===== config.mk =====
export PLATFORM = sky130hd
export DESIGN_NAME = regfile_wb_arbiter
export DESIGN_NICKNAME = d
export VERILOG_FILES = /design/src/rtl/regfile_pkg.sv /design/src/rtl/wb_fifo.sv /design/src/rtl/regfile_wb_arbiter.sv
export SDC_FILE = /design/constraint.sdc
export NUM_CORES = 1
export LEC_CHECK = 0
export CORE_MARGIN = 2
export CORE_UTILIZATION = 55
export CTS_BUF_LIST = sky130_fd_sc_hd__clkbuf_8
export CTS_CLUSTER_SIZE = 14
export DETAILED_ROUTE_END_ITERATION = 8
export GPL_TIMING_DRIVEN = 0
export PLACE_DENSITY = 0.86
export RECOVER_POWER = 50
export SKIP_LAST_GASP = 1
export SYNTH_ARGS = -nofsm -noshare
export SYNTH_HDL_FRONTEND = slang
export SYNTH_HIERARCHICAL = 1
export SYNTH_SLANG_ARGS = --single-unit

===== constraint.sdc =====
create_clock -name clk -period 6.05 [get_ports clk]
set_input_delay 0.605 -clock clk [delete_from_list [all_inputs] [get_ports clk]]
set_output_delay 0.605 -clock clk [all_outputs]
set_load 0.02 [all_outputs]

===== src/rtl/regfile_pkg.sv =====
// regfile_pkg: shared types and widths for the register-bank write-back path.
//   DATA_W    - register data width
//   ADDR_W    - register address width (32 registers)
//   wb_req_t  - one queued write {dest, data}
//   wb_src_e  - write-back requester, used as the round-robin pointer
package regfile_pkg;

    localparam int unsigned DATA_W = 32;
    localparam int unsigned ADDR_W = 5;

    typedef struct packed {
        logic [ADDR_W-1:0] dest;
        logic [DATA_W-1:0] data;
    } wb_req_t;

    typedef enum logic {
        WB_SRC_ALU = 1'b0,
        WB_SRC_MAC = 1'b1
    } wb_src_e;

endpackage


===== src/rtl/wb_fifo.sv =====
// wb_fifo: synchronous FIFO of wb_req_t entries, one per write-back requester.
//   clk, rst  - clock, synchronous active-high reset (empties the FIFO)
//   push      - write push_req (caller guarantees !full)
//   pop       - drop the head entry (caller guarantees !empty)
//   pop_req   - current head entry
//   full      - DEPTH entries held (registered state only)
//   empty     - no entries held
// DEPTH must be a power of two, at least 2.
module wb_fifo
    import regfile_pkg::*;
#(
    parameter int unsigned DEPTH = 2
) (
    input  logic    clk,
    input  logic    rst,
    input  logic    push,
    input  wb_req_t push_req,
    input  logic    pop,
    output wb_req_t pop_req,
    output logic    full,
    output logic    empty
);

    localparam int unsigned PTR_W = $clog2(DEPTH);

    // Pointers carry one extra wrap bit to tell full from empty.
    logic [PTR_W:0] wr_ptr;
    logic [PTR_W:0] rd_ptr;
    wb_req_t        mem [DEPTH];

    always_ff @(posedge clk) begin
        if (rst) begin
            wr_ptr <= '0;
            rd_ptr <= '0;
        end else begin
            if (push) begin
                wr_ptr <= wr_ptr + (PTR_W+1)'(1);
            end
            if (pop) begin
                rd_ptr <= rd_ptr + (PTR_W+1)'(1);
            end
        end
    end

    always_ff @(posedge clk) begin
        if (push && !rst) begin
            mem[wr_ptr[PTR_W-1:0]] <= push_req;
        end
    end

    assign pop_req = mem[rd_ptr[PTR_W-1:0]];
    assign empty   = (wr_ptr == rd_ptr);
    assign full    = (wr_ptr[PTR_W] != rd_ptr[PTR_W]) &&
                     (wr_ptr[PTR_W-1:0] == rd_ptr[PTR_W-1:0]);

endmodule


===== src/rtl/regfile_wb_arbiter.sv =====
// regfile_wb_arbiter: merges ALU and MAC write-back streams onto the single
// register-bank write port, round-robin, one write per cycle.
//   clk, rst                       - clock, synchronous active-high reset
//   alu_valid/ready/dest/data      - ALU write request handshake
//   mac_valid/ready/dest/data      - MAC write request handshake
//   rf_write, rf_dest, rf_wr_data  - registered register-bank write port
//   query_src1/2, src1/2_busy      - pending-write lookup for issue stalls
// Optional feature macro: REGFILE_WB_SCOREBOARD_EN builds per-register
// pending-write counters; without it src1_busy/src2_busy are tied low.
module regfile_wb_arbiter
    import regfile_pkg::*;
#(
    parameter int unsigned FIFO_DEPTH = 2
) (
    input  logic              clk,
    input  logic              rst,
    input  logic              alu_valid,
    output logic              alu_ready,
    input  logic [ADDR_W-1:0] alu_dest,
    input  logic [DATA_W-1:0] alu_data,
    input  logic              mac_valid,
    output logic              mac_ready,
    input  logic [ADDR_W-1:0] mac_dest,
    input  logic [DATA_W-1:0] mac_data,
    output logic              rf_write,
    output logic [ADDR_W-1:0] rf_dest,
    output logic [DATA_W-1:0] rf_wr_data,
    input  logic [ADDR_W-1:0] query_src1,
    input  logic [ADDR_W-1:0] query_src2,
    output logic              src1_busy,
    output logic              src2_busy
);

    logic    alu_full, alu_empty, alu_push, alu_pop;
    logic    mac_full, mac_empty, mac_push, mac_pop;
    wb_req_t alu_req, alu_head;
    wb_req_t mac_req, mac_head;
    wb_src_e rr_q, rr_d;

    // Ready comes from registered FIFO state only, so a same-cycle pop on a
    // full FIFO raises it one cycle later.
    assign alu_ready = !alu_full && !rst;
    assign mac_ready = !mac_full && !rst;
    assign alu_push  = alu_valid && alu_ready;
    assign mac_push  = mac_valid && mac_ready;
    assign alu_req   = '{dest: alu_dest, data: alu_data};
    assign mac_req   = '{dest: mac_dest, data: mac_data};

    wb_fifo #(.DEPTH(FIFO_DEPTH)) u_alu_fifo (
        .clk      (clk),
        .rst      (rst),
        .push     (alu_push),
        .push_req (alu_req),
        .pop      (alu_pop),
        .pop_req  (alu_head),
        .full     (alu_full),
        .empty    (alu_empty)
    );

    wb_fifo #(.DEPTH(FIFO_DEPTH)) u_mac_fifo (
        .clk      (clk),
        .rst      (rst),
        .push     (mac_push),
        .push_req (mac_req),
        .pop      (mac_pop),
        .pop_req  (mac_head),
        .full     (mac_full),
        .empty    (mac_empty)
    );

    // Pointer only advances on contention, so a lone requester never
    // steals the other's next turn.
    always_comb begin
        alu_pop = 1'b0;
        mac_pop = 1'b0;
        rr_d    = rr_q;
        if (!alu_empty && !mac_empty) begin
            if (rr_q == WB_SRC_ALU) begin
                alu_pop = 1'b1;
                rr_d    = WB_SRC_MAC;
            end else begin
                mac_pop = 1'b1;
                rr_d    = WB_SRC_ALU;
            end
        end else if (!alu_empty) begin
            alu_pop = 1'b1;
        end else if (!mac_empty) begin
            mac_pop = 1'b1;
        end
    end

    always_ff @(posedge clk) begin
        if (rst) begin
            rr_q       <= WB_SRC_ALU;
            rf_write   <= 1'b0;
            rf_dest    <= '0;
            rf_wr_data <= '0;
        end else begin
            rr_q     <= rr_d;
            rf_write <= alu_pop || mac_pop;
            if (alu_pop) begin
                rf_dest    <= alu_head.dest;
                rf_wr_data <= alu_head.data;
            end else if (mac_pop) begin
                rf_dest    <= mac_head.dest;
                rf_wr_data <= mac_head.data;
            end
        end
    end

`ifdef REGFILE_WB_SCOREBOARD_EN
    localparam int unsigned CNT_W = $clog2(2*FIFO_DEPTH+2);
    localparam int unsigned NREG  = 1 << ADDR_W;

    logic [CNT_W-1:0] pend_cnt [NREG];

    // A write is pending from acceptance until the end of its rf_write
    // cycle; both requesters may hit the same register in one edge.
    always_ff @(posedge clk) begin
        if (rst) begin
            for (int unsigned i = 0; i < NREG; i++) begin
                pend_cnt[i] <= '0;
            end
        end else begin
            for (int unsigned i = 0; i < NREG; i++) begin
                pend_cnt[i] <= pend_cnt[i]
                             + CNT_W'(alu_push && (alu_dest == ADDR_W'(i)))
                             + CNT_W'(mac_push && (mac_dest == ADDR_W'(i)))
                             - CNT_W'(rf_write && (rf_dest  == ADDR_W'(i)));
            end
        end
    end

    assign src1_busy = (pend_cnt[query_src1] != '0);
    assign src2_busy = (pend_cnt[query_src2] != '0);
`else
    logic unused_query;
    assign unused_query = ^{query_src1, query_src2};
    assign src1_busy    = 1'b0;
    assign src2_busy    = 1'b0;
`endif

endmodule


---- Word-level counts from Yosys, hierarchy flattened ----
Memories as Yosys holds them, arrays and structs flattened. A register that Yosys moved wholly into a read port is not among the register bits.
Index checks and enable logic that the tools add are counted.
storage, ports and cells
  register bits ........................... 47
  bits in writable memories ............... 148
  input port bits ......................... 88
  word-level logic and storage cells ...... 55
  memories ................................ 2
memory list
  name            depth  bits a word  rd ports  clocked after Yosys merged registers in  write ports  RTL line       text
  u_alu_fifo.mem  2      37           1         1                                        1            wb_fifo.sv:29  wb_req_t mem [DEPTH];
  u_mac_fifo.mem  2      37           1         1                                        1            wb_fifo.sv:29
cells by class
  add/sub/neg operators ................... 4
  equal/unequal tests ..................... 6
  muxes and demuxes ....................... 19
  reduce and logical (&&, ||, !) cells .... 16
operators with widths
  operator               number
  $mux W32               2
  $mux W1                15
  $mux W5                2
  $logic_and A1 B1 Y1    9
  $add A2 B1 Y2 const B  4
  $logic_not A1 Y1       5
  $eq A2 B2 Y1           2
  $eq A1 B1 Y1           2
  $ne A1 B1 Y1           2
  $reduce_bool A2 Y1     1
  $logic_or A1 B1 Y1     1

---- Logic depth before layout (Yosys ltp) ----
  depth after elaboration ................. 8
  mapped depth ............................ 7

---- Hierarchy ----
The synthesis kept the hierarchy.
modules (own cells, without submodules)
  module              instances  cells each  area each (um^2)  sequential area each (um^2)
  wb_fifo             2          137         3040.4            2322.2
  regfile_wb_arbiter  1          142         1602.8            780.7

---- Least setup slack after synthesis ----
OpenSTA, ideal clock, no wires.
  kind .................................... in2reg
  start point ............................. input rst
  end point ............................... memory u_mac_fifo/mem[0][0] in the netlist's numbering, enable pin
  library setup time ...................... 0.485 ns
  arrival time ............................ 4.095 ns
  required time ........................... 5.565 ns
  slack ................................... 1.470 ns
  stages .................................. 4
  path buffers ............................ 1
  path through ............................ buf_6 -> nor2_1 -> and2_1 -> nor3b_1
between the ends
  word-level cells in the longest chain between the ends .. 6
ends and longest elaborated chain
  what                           RTL line                  text
  from (decl)                    regfile_wb_arbiter.sv:16  input logic rst,
  $logic_not A1 Y1               regfile_wb_arbiter.sv:43  assign mac_ready = !mac_full && !rst;
  $logic_and A1 B1 Y1            regfile_wb_arbiter.sv:43
  via mac_ready                  regfile_wb_arbiter.sv:22  output logic mac_ready,
  $logic_and A1 B1 Y1            regfile_wb_arbiter.sv:45  assign mac_push = mac_valid && mac_ready;
  via mac_push                   regfile_wb_arbiter.sv:35  logic mac_full, mac_empty, mac_push, mac_pop;
  $logic_and A1 B1 Y1            wb_fifo.sv:46             if (push && !rst) begin
  $mux W1                        wb_fifo.sv:46
  $mux W1 (not written as such)  wb_fifo.sv:47             mem[wr_ptr[PTR_W-1:0]] <= push_req;
  to (decl)                      wb_fifo.sv:29
The timed path passes the listed nets, and every way through them passes these cells.

---- Final worst setup path ----
  start point ............................. input rst
  end point ............................... memory u_mac_fifo/mem[0][2] in the netlist's numbering, enable pin
between the ends
  word-level cells in the longest chain between the ends .. 6
ends and longest elaborated chain
  what                           RTL line
  $logic_not A1 Y1               regfile_wb_arbiter.sv:43
  $logic_and A1 B1 Y1            regfile_wb_arbiter.sv:43
  $logic_and A1 B1 Y1            regfile_wb_arbiter.sv:45
  via mac_push                   regfile_wb_arbiter.sv:35
  $logic_and A1 B1 Y1            wb_fifo.sv:46
  $mux W1                        wb_fifo.sv:46
  $mux W1 (not written as such)  wb_fifo.sv:47
The timed path passes the listed nets, and every way through them passes these cells.

==> results.md <==
* Status: finished, final reports clean
* Final Hold Viols at 0
* Synth Flop Type: edfxtp_1
* Seq/Total Area, Yosys at 0.7061
* Area of the core at 13770 um2
* Final antenna-violating net count at 0
* Post-synth ARST share at 0
* Clk pin slew, worst setup/hold paths at 0.09 ns
* Worst hold margin at 0.5466 ns
* Clock tree sinks at 197
* Pin count of the biggest net entering global routing at 38
* Fin util at 0.6956
* Final Cycle Share at 0.5667
* Vias in the first global route at 4426
* Setup Viol. Count Final at 0
* Post-DP Area at 9188 um2
* GRT Overall Usage at 0.2092
* Cell Rows at 43
* RSZ-0062 raised after global routing: no
* Wire length of the first global-routing pass at 22860 um
* Syn Area/Cell at 18.47 um2
* Initial Util at 0.5579
* Post-Syn Instances at 416
* Port buffer count at 117
* Post_cts resized at 0
* #FFs+latches synth at 197
* Max_cap viols at 0
* Fin. max-slew vios at 0
* Setup bufs post-CTS at 0
* Clk_lat worst skew at 0.45 ns
* CP startpoint kind: input port
* Synth unique cells at 23
* Max FO, Critical Path at 15
* Die Y at 122.2 um
* DR WL/cell at 19.94 um
* Slew at the pin with the worst max-slew slack at 1.006 ns
* Gp weighted congestion at 0.8071
* Arrival time worst endpoint at 3.58 ns
* Post-route minimum period at 3.428 ns
* Fmax achieved at 291.7 MHz
* Global route overflow at 0
* Most common cell after layout, fill and taps aside: edfxtp_1
* Total power at 3.819 mW
* Area delta synth->final at 24.69%
* PD cells at 398.6 nW/um2
* Worst clock skew at 0.01216 ns
* Htree depth at 4
* TritonCTS clock tree: yes
* Antenna violations before repair at 0
* Worst Path Required at 6.21 ns
* Via Count at 4088
* LEAKAGE at 3.486 nW
* Most frequent cells in the layout: edfxtp_1, dlygate4sd3_1, mux2_4
* Final wirelength at 15030 um
* Fillers at 926
* Peak VDD IR at 0.2527 mV
* Vias/cell at 5.422
* Share of cells above drive strength 1 at 0.2461
* Number of flops mapped to enable cells by yosys at 148
* Hold_buf cts at 0
* Die footprint at 14930 um2
* Longest Clk Path Bufs at 2
* Finished Cell Area at 9580 um2
* Top-level I/O count at 130
* Iteration-0 DRC Markers at 306
* Yosys warning count at 6
* Nets@finish at 648
* Min-delay worst type: reg -> reg
* Hpwl dp at 10100 um
* Slew headroom at 0.3292
* # DRC at 0
* Cell Area, Synth at 7684 um2
* Root buffer cell: clkbuf_8
* Die X at 122.2 um
* CTS buffer count at 17
* CP Capture Type: register
* Crit Path Class: in -> reg
* Pre-Repair DR Iteration Count at 4
## final timing paths
check	start	end	slack, ns	cells past startpoint
setup reg to reg	u_mac_fifo/wr_ptr[0]	u_mac_fifo/mem[0][2]	3.13	8
hold reg to reg	rr_q	rr_q	0.55	2
hold / removal	rr_q	rr_q	0.55	2
setup / recovery	rst	u_mac_fifo/mem[0][2]	2.62	8
## kinds of logic (layout without fill, tap and decap cells)
logic type	count (synthesis)	after routing	synth area share
AO/OA/AOI/OAI	48	48	0.05797
XOR/XNOR	8	8	0.009119
buffers and inverters	21	177	0.03371
flip-flops	197	197	0.7061
multiplexers	74	74	0.1378
other	1	3	0.0004881
AND/OR/NAND/NOR	67	67	0.05488
## synth_stat cells (6+ instances only)
library cell / n / area share
a21oi_1: 6 / 0.0039
nor2_1: 13 / 0.0064
dfxtp_1: 49 / 0.13
buf_12: 6 / 0.016
buf_4: 8 / 0.0078
buf_6: 7 / 0.010
mux2_4: 60 / 0.12
and2_0: 37 / 0.030
edfxtp_1: 148 / 0.58
a221o_1: 37 / 0.048
xnor2_1: 6 / 0.0068
mux2_2: 14 / 0.021
## registers in the layout, summed over array words and instances, names as in the netlist, named ones only
signal,flops
rf_dest,5
u_mac_fifo/rd_ptr,2
rf_write,1
rf_wr_data,32
rr_q,1
u_alu_fifo/wr_ptr,2
u_alu_fifo/mem,74
u_mac_fifo/mem,74
u_mac_fifo/wr_ptr,2
u_alu_fifo/rd_ptr,2
## routing by layer
layer	vias up	global-route usage	share of wire
met5	-	0	0
met1	2041	0.2513	0.41
met3	20	0.04963	0.047
li1	1891	-	-
met2	136	0.3656	0.53
met4	0	0.08046	0.019
## worst max-delay path: stages
cell and delay [ns]:
dlygate4sd3_1 0.74, clkbuf_1 0.31, nor2_1 0.19, and2_0 0.27
nor3b_2 0.85, buf_8 0.24, buf_6 0.18, buf_6 0.19
## metrics by stage
step           cells  setup WS [ns]  TNS (ns)
2_1_floorplan    417          1.470         0
6_report         754          2.622         0
3_5_place_dp     721          2.349         0
5_1_grt          753          2.413         0
3_3_place_gp     714         -1.156    -64.83
4_1_cts          753          2.832         0
## report_power, final
group	total [mW]	switching, mW	internal, mW	leakage [nW]
Combinational	1.27	0.618	0.654	1.54
Clock	0.834	0.451	0.383	0.201
Sequential	1.71	0.0871	1.63	1.75
## final cells by class
class,count,area [um2],share of cell area
Timing Repair Buffer,124,1262,0.1318
Clock buffer,18,247.7,0.02586
Sequential cell,197,5425,0.5663
Tap cell,180,225.2,0.02351
Multi-Input combinational cell,199,2016,0.2104
Antenna cell,1,2.502,0.0002612
Buffer,21,251.5,0.02625
Clock inverter,14,150.1,0.01567
No activity file was read; power rests on OpenSTA's default activity.
